--- config.mk ---
export PLATFORM = sky130hd
export DESIGN_NAME = issue_scheduler
export DESIGN_NICKNAME = d
export VERILOG_FILES = /design/src/rtl/issue_scheduler_pkg.sv /design/src/rtl/issue_scheduler_fifo.sv /design/src/rtl/issue_scheduler.sv
export SDC_FILE = /design/constraint.sdc
export NUM_CORES = 1
export LEC_CHECK = 0
export ABC_AREA = 1
export BUFFER_PORTS_ARGS = -buffer_cell sky130_fd_sc_hd__buf_2
export CAP_MARGIN = 20
export CORE_ASPECT_RATIO = 0.6
export CORE_MARGIN = 4
export CORE_UTILIZATION = 25
export CTS_CLUSTER_SIZE = 16
export DETAILED_ROUTE_END_ITERATION = 7
export PLACE_DENSITY_LB_ADDON = 0.15
export SYNTH_ARGS = -nofsm -noshare
export SYNTH_HDL_FRONTEND = slang
export SYNTH_HIERARCHICAL = 1
export SYNTH_SLANG_ARGS = --single-unit
--- constraint.sdc ---
create_clock -name clk -period 10.4 [get_ports clk]
set_clock_uncertainty 0.15 [all_clocks]
set_input_delay 2.6 -clock clk [delete_from_list [all_inputs] [get_ports clk]]
set_output_delay 2.6 -clock clk [all_outputs]
set_load 0.1 [all_outputs]
--- src/rtl/issue_scheduler_pkg.sv ---
// issue_scheduler_pkg: queue entry layout and load opcode encodings
package issue_scheduler_pkg;
  localparam logic [3:0] OP_LOAD_LLI = 4'hE;
  localparam logic [3:0] OP_LOAD_LUI = 4'hF;
  typedef struct packed {
    logic [3:0]  op;
    logic        load;
    logic [15:0] imm;
    logic [4:0]  rd;
    logic [4:0]  rs2;
    logic [4:0]  rs1;
  } entry_t;
  localparam int ENTRY_W = $bits(entry_t);
endpackage

--- src/rtl/issue_scheduler_fifo.sv ---
// issue_scheduler_fifo: in-order instruction queue with flush; head reads zero when empty
module issue_scheduler_fifo #(
  parameter int DEPTH = 4,
  parameter int W = 36
) (
  input  logic         clk,
  input  logic         rst,
  input  logic         push,
  input  logic         pop,
  input  logic         flush,
  input  logic [W-1:0] din,
  output logic         full,
  output logic         empty,
  output logic [W-1:0] head
);
  localparam int AW = $clog2(DEPTH);
  logic [W-1:0] mem [DEPTH];
  logic [AW-1:0] wr_ptr, rd_ptr;
  logic [AW:0] cnt;
  assign empty = cnt == '0;
  assign full = cnt == (AW+1)'(DEPTH);
  assign head = empty ? '0 : mem[rd_ptr];
  always_ff @(posedge clk or negedge rst)
    if (!rst) begin
      wr_ptr <= '0;
      rd_ptr <= '0;
      cnt <= '0;
    end else if (flush) begin
      wr_ptr <= '0;
      rd_ptr <= '0;
      cnt <= '0;
    end else begin
      if (push) wr_ptr <= wr_ptr + 1'b1;
      if (pop) rd_ptr <= rd_ptr + 1'b1;
      cnt <= cnt + (AW+1)'(push) - (AW+1)'(pop);
    end
  always_ff @(posedge clk)
    if (push && !flush) mem[wr_ptr] <= din;
endmodule

--- src/rtl/issue_scheduler.sv ---
// issue_scheduler: in-order issue queue gated by a per-register busy scoreboard
module issue_scheduler
  import issue_scheduler_pkg::*;
#(
  parameter int DEPTH = 4,
  parameter int NREGS = 32
) (
  input  logic             clk,
  input  logic             rst,
  input  logic             in_valid,
  output logic             in_ready,
  input  logic [4:0]       in_rs1,
  input  logic [4:0]       in_rs2,
  input  logic [4:0]       in_rd,
  input  logic [15:0]      in_imm,
  input  logic             in_load,
  input  logic [3:0]       in_op,
  output logic             iss_valid,
  input  logic             iss_ready,
  output logic [4:0]       iss_rs1,
  output logic [4:0]       iss_rs2,
  output logic [4:0]       iss_rd,
  output logic [15:0]      iss_imm,
  output logic             iss_load,
  output logic [3:0]       iss_op,
  input  logic             wb_valid,
  input  logic [4:0]       wb_rd,
  input  logic             flush,
  output logic [NREGS-1:0] busy,
  output logic             idle,
  output logic             ovf_err,
  output logic [15:0]      stall_cnt
);
  entry_t in_e, head;
  logic full, empty, blocked, pop;
  logic [NREGS-1:0] eff_busy;
  assign in_e = '{op: in_op, load: in_load, imm: in_imm, rd: in_rd, rs2: in_rs2, rs1: in_rs1};
  issue_scheduler_fifo #(.DEPTH(DEPTH), .W(ENTRY_W)) u_fifo (
    .clk(clk), .rst(rst), .push(in_valid && in_ready), .pop(pop), .flush(flush),
    .din(in_e), .full(full), .empty(empty), .head(head)
  );
  assign in_ready = !full;
  // a retiring writeback frees its register in the same cycle it arrives
  assign eff_busy = busy & ~(wb_valid ? NREGS'(1) << wb_rd : '0);
  assign blocked = head.load ? eff_busy[head.rd]
                             : eff_busy[head.rs1] | eff_busy[head.rs2] | eff_busy[head.rd];
  assign iss_valid = !empty && !blocked && !flush;
  assign pop = iss_valid && iss_ready;
  assign {iss_op, iss_load, iss_imm, iss_rd, iss_rs2, iss_rs1} = head;
  assign idle = empty && busy == '0;
  always_ff @(posedge clk or negedge rst)
    if (!rst) begin
      busy <= '0;
      ovf_err <= 1'b0;
      stall_cnt <= '0;
    end else begin
      busy <= eff_busy | (pop ? NREGS'(1) << head.rd : '0);
      if (in_valid && !in_ready) ovf_err <= 1'b1;
      if (!empty && blocked && !flush && stall_cnt != 16'hFFFF) stall_cnt <= stall_cnt + 16'd1;
    end
endmodule

==> flow_metrics.env <==
export IMPL_pre_cts_ws_ns=2.606
export IMPL_initial_utilization_pct=25.42
export IMPL_critical_path_class="in -> out"
export IMPL_totalWireLength_mm=36.08
export IMPL_required_ns=7.65
export IMPL_power_static_leakage_uw=0.005909
export IMPL_slew_viol_final=0
export IMPL_die_w_um=275.1
export IMPL_place_gp_congestion=0.9344
export IMPL_master_cell_of_the_clock_root_buffer="sky130_fd_sc_hd__clkbuf_16"
export IMPL_cell_with_the_largest_stage_delay_on_the_worst_path="sky130_fd_sc_hd__o21ai_0"
export IMPL_crit_path_cell_trace="buf_2, nor2_4, inv_1, o21ai_0, nand2_1, nand3_1, nand3_1, nand3_1, nand3_1, nand2_1, nand2_1, nand2_2, nand2_4, nor2_1, buf_2"
export IMPL_area_growth_syn_to_layout_pct=17.73
export IMPL_final_layout_size_suffix_gt1_share_pct=17.43
export IMPL_vias=8854
export IMPL_track_usage_pct=15.40
export IMPL_critical_path_max_stage_delay_ns=0.47
export IMPL_worst_ep_arrival_time_ns=5.10
export IMPL_die_height_um=168.3
export IMPL_pwr_density_cell_nw_per_um2=303.3
export IMPL_worstSkewPairLatency_ns=0.45
export IMPL_finalNetCount=1413
export IMPL_synth_ff_type="sky130_fd_sc_hd__edfxtp_1"
export IMPL_netlist_top_cells_area="sky130_fd_sc_hd__edfxtp_1 (40%), sky130_fd_sc_hd__dfrtp_1 (13%), sky130_fd_sc_hd__nand2_1 (11%), sky130_fd_sc_hd__nand3_1 (9.4%), sky130_fd_sc_hd__inv_1 (8.2%)"
export IMPL_syn_avg_cell_area_um2=8.622
export IMPL_fp_dieArea_um2=46280
export IMPL_path_max_fanout=19
export IMPL_rows=58
export IMPL_post_detailed_route_wirelength_per_cell_um=18.59
export IMPL_synth_seq_cells=200
export IMPL_cts_hold_repair_buffers=0
export IMPL_grt_pass1_vias=8079
export IMPL_drc=0
export IMPL_antennaDiodeCount=0
export IMPL_drt_antenna_violating_nets=0
export IMPL_antenna_found_initial=2
export IMPL_maximum_root_to_sink_buffer_count=2
export IMPL_worst_hold_path_type="reg -> reg"
export IMPL_max_slew_margin_pct=38.84
export IMPL_cts_bufs_inserted=17
export IMPL_post_cts_resize_count=0
export IMPL_setup_tns_ns=0
export IMPL_core_area_um2=42090
export IMPL_yosysWarningCount=6
export IMPL_drtPass1Iterations=5
export IMPL_finalSetupViolations=0
export IMPL_boundaryPins=135
export IMPL_synth_nets=1296
export IMPL_number_of_filler_instances_in_the_final_layout=4519
export IMPL_post_cts_buffers=0
export IMPL_finalHoldViolCount=0
export IMPL_grt_start_max_net_pins=75
export IMPL_critical_path_startpoint_type="input pin"
export IMPL_worst_slew_pin_transition_ns=0.9174
export IMPL_grt_pass1_wl_mm=53.63
export IMPL_cts_reportedPaths_clkPinSlew_ns=0.08
export IMPL_clkSinkCount=200
export IMPL_io_buffer_count=134
export IMPL_cts_tree="built"
export IMPL_report_power_total_uw=3821
export IMPL_library_cell_appearing_most_often_on_the_critical_path="sky130_fd_sc_hd__nand3_1"
export IMPL_cts_htree_levels=4
export IMPL_cp_end_kind="output pin"
export IMPL_fmax_mhz=127.4
export IMPL_drt_iter0_drc=851
export IMPL_grt_overflow_total=0
export IMPL_worst_hold_slack_ns=0.3303
export IMPL_status="completed"
export IMPL_yosysTopAreaCell="sky130_fd_sc_hd__edfxtp_1"
export IMPL_synth_edff_count=144
export IMPL_via_per_inst=4.562
export IMPL_drv_max_cap_violation_count=0
export IMPL_worst_ir_drop_vdd_uv=170.9
export IMPL_rsz0062_at_grt="no"
export IMPL_synth_cell_types=40
export IMPL_yosys_area_top_type_share_pct=40.41
export IMPL_min_period_over_period_pct=75.49
export IMPL_post_route_worst_setup_slack_ns=2.549
export IMPL_hpwlAfterDp_mm=23.77
export IMPL_min_period_ns=7.851
export IMPL_syn_cell_area_um2=10700
export IMPL_synthesis_instances=1241
export IMPL_synthArstFlopShare_pct=28.00
export IMPL_sequential_area_share_after_synthesis_pct=53.51
-- area by class of cell --
type | instances | area [um^2] | area share [%]
multi-input combinational | 745 | 3801 | 30.17
sequential | 200 | 5728 | 45.47
clock inverter | 14 | 198.9 | 1.579
inverter | 239 | 898.4 | 7.131
timing repair buffer | 155 | 828.3 | 6.575
tap | 570 | 713.2 | 5.661
clock buffer | 18 | 429.2 | 3.407
-- sequential cells by signal (all words and copies together) (netlist names) --
signal / count
u_fifo/mem: 144
u_fifo/rd_ptr: 2
busy: 32
stall_cnt: 16
u_fifo/cnt: 3
u_fifo/wr_ptr: 2
ovf_err: 1
-- report_power, final --
part | internal (uW) | total, uW | switching, uW
registers | 934 | 1010 | 77.6
logic | 367 | 2090 | 1730
clock network | 372 | 715 | 343
total | 1670 | 3820 | 2150
-- critical path, delay by kind of cell --
| family | cells | cell delay [ns] |
|---|---|---|
| buffers and inverters | 3 | 0.65 |
| AOI/OAI and AO/OA | 1 | 0.47 |
| and+or+nand+nor | 11 | 1.37 |
-- through the flow --
stage               utilization [%]  instances  area [um^2]
finish                        29.93       1941        12600
global route                  29.93       1941        12600
CTS                           29.93       1941        12600
detailed placement            28.44       1909        11970
global placement              28.44       1909        11970
floorplan                         -       1241        10700
-- path summary, 6_finish.rpt --
path | cells after the start | endpoint | startpoint | slack [ns]
max in group asynchronous | 2 | u_fifo/rd_ptr[0] | rst | 7.32
hold / removal | 1 | ovf_err | ovf_err | 0.33
hold reg to reg | 1 | ovf_err | ovf_err | 0.33
min in group asynchronous | 2 | stall_cnt[11] | rst | 2.17
setup / recovery | 15 | iss_valid | wb_rd[4] | 2.55
setup reg to reg | 23 | u_fifo/cnt[2] | u_fifo/rd_ptr[1] | 4.27
-- cell usage after synthesis, types with 11 or more instances --
cell	number
sky130_fd_sc_hd__o21bai_2	29
sky130_fd_sc_hd__dfrtp_1	56
sky130_fd_sc_hd__a21oi_1	41
sky130_fd_sc_hd__xor2_1	11
sky130_fd_sc_hd__nand2_1	306
sky130_fd_sc_hd__nand4_1	50
sky130_fd_sc_hd__buf_2	25
sky130_fd_sc_hd__inv_1	234
sky130_fd_sc_hd__edfxtp_1	144
sky130_fd_sc_hd__o21ai_0	12
sky130_fd_sc_hd__nor2_1	37
sky130_fd_sc_hd__nand3_1	201
sky130_fd_sc_hd__clkbuf_1	21
-- metal layers --
metal | track usage [%] | vias up | share of wire [%]
met3 | 4.217 | 39 | 7.1
met2 | 20.70 | 312 | 40
met4 | 3.025 | 4 | 1.5
met1 | 24.30 | 4217 | 51
met5 | 0 | - | 0.13
li1 | - | 4282 | -
-- logic make-up after synthesis --
kind of cell | Yosys count | synth area share [%]
flip-flops | 200 | 53.51
AND/OR/NAND/NOR | 626 | 26.56
XOR/XNOR | 14 | 1.146
adder cells (fa/ha/maj) | 8 | 1.006
buffers and inverters | 296 | 11.32
AO/OA/AOI/OAI | 97 | 6.466
-- cells in the final DEF (no fill, tap or decap), drive strengths merged, types with 2 or more instances in the layout --
cell / Yosys / final
nor3: 8 / 8
nor4: 8 / 8
clkinv: 2 / 5
nor2: 43 / 43
dfrtp: 56 / 56
nand2: 309 / 309
bufinv: 0 / 2
nand3: 202 / 202
o22ai: 2 / 2
a21oi: 41 / 41
buf: 36 / 155
xor2: 11 / 11
o21ai: 16 / 16
clkbuf: 21 / 18
inv: 237 / 245
nand4: 51 / 51
or4: 3 / 3
ha: 7 / 7
xnor2: 3 / 3
o21bai: 33 / 33
edfxtp: 144 / 144
o211ai: 2 / 2
a21boi: 2 / 2
No activity file was read; power rests on OpenSTA's default activity.
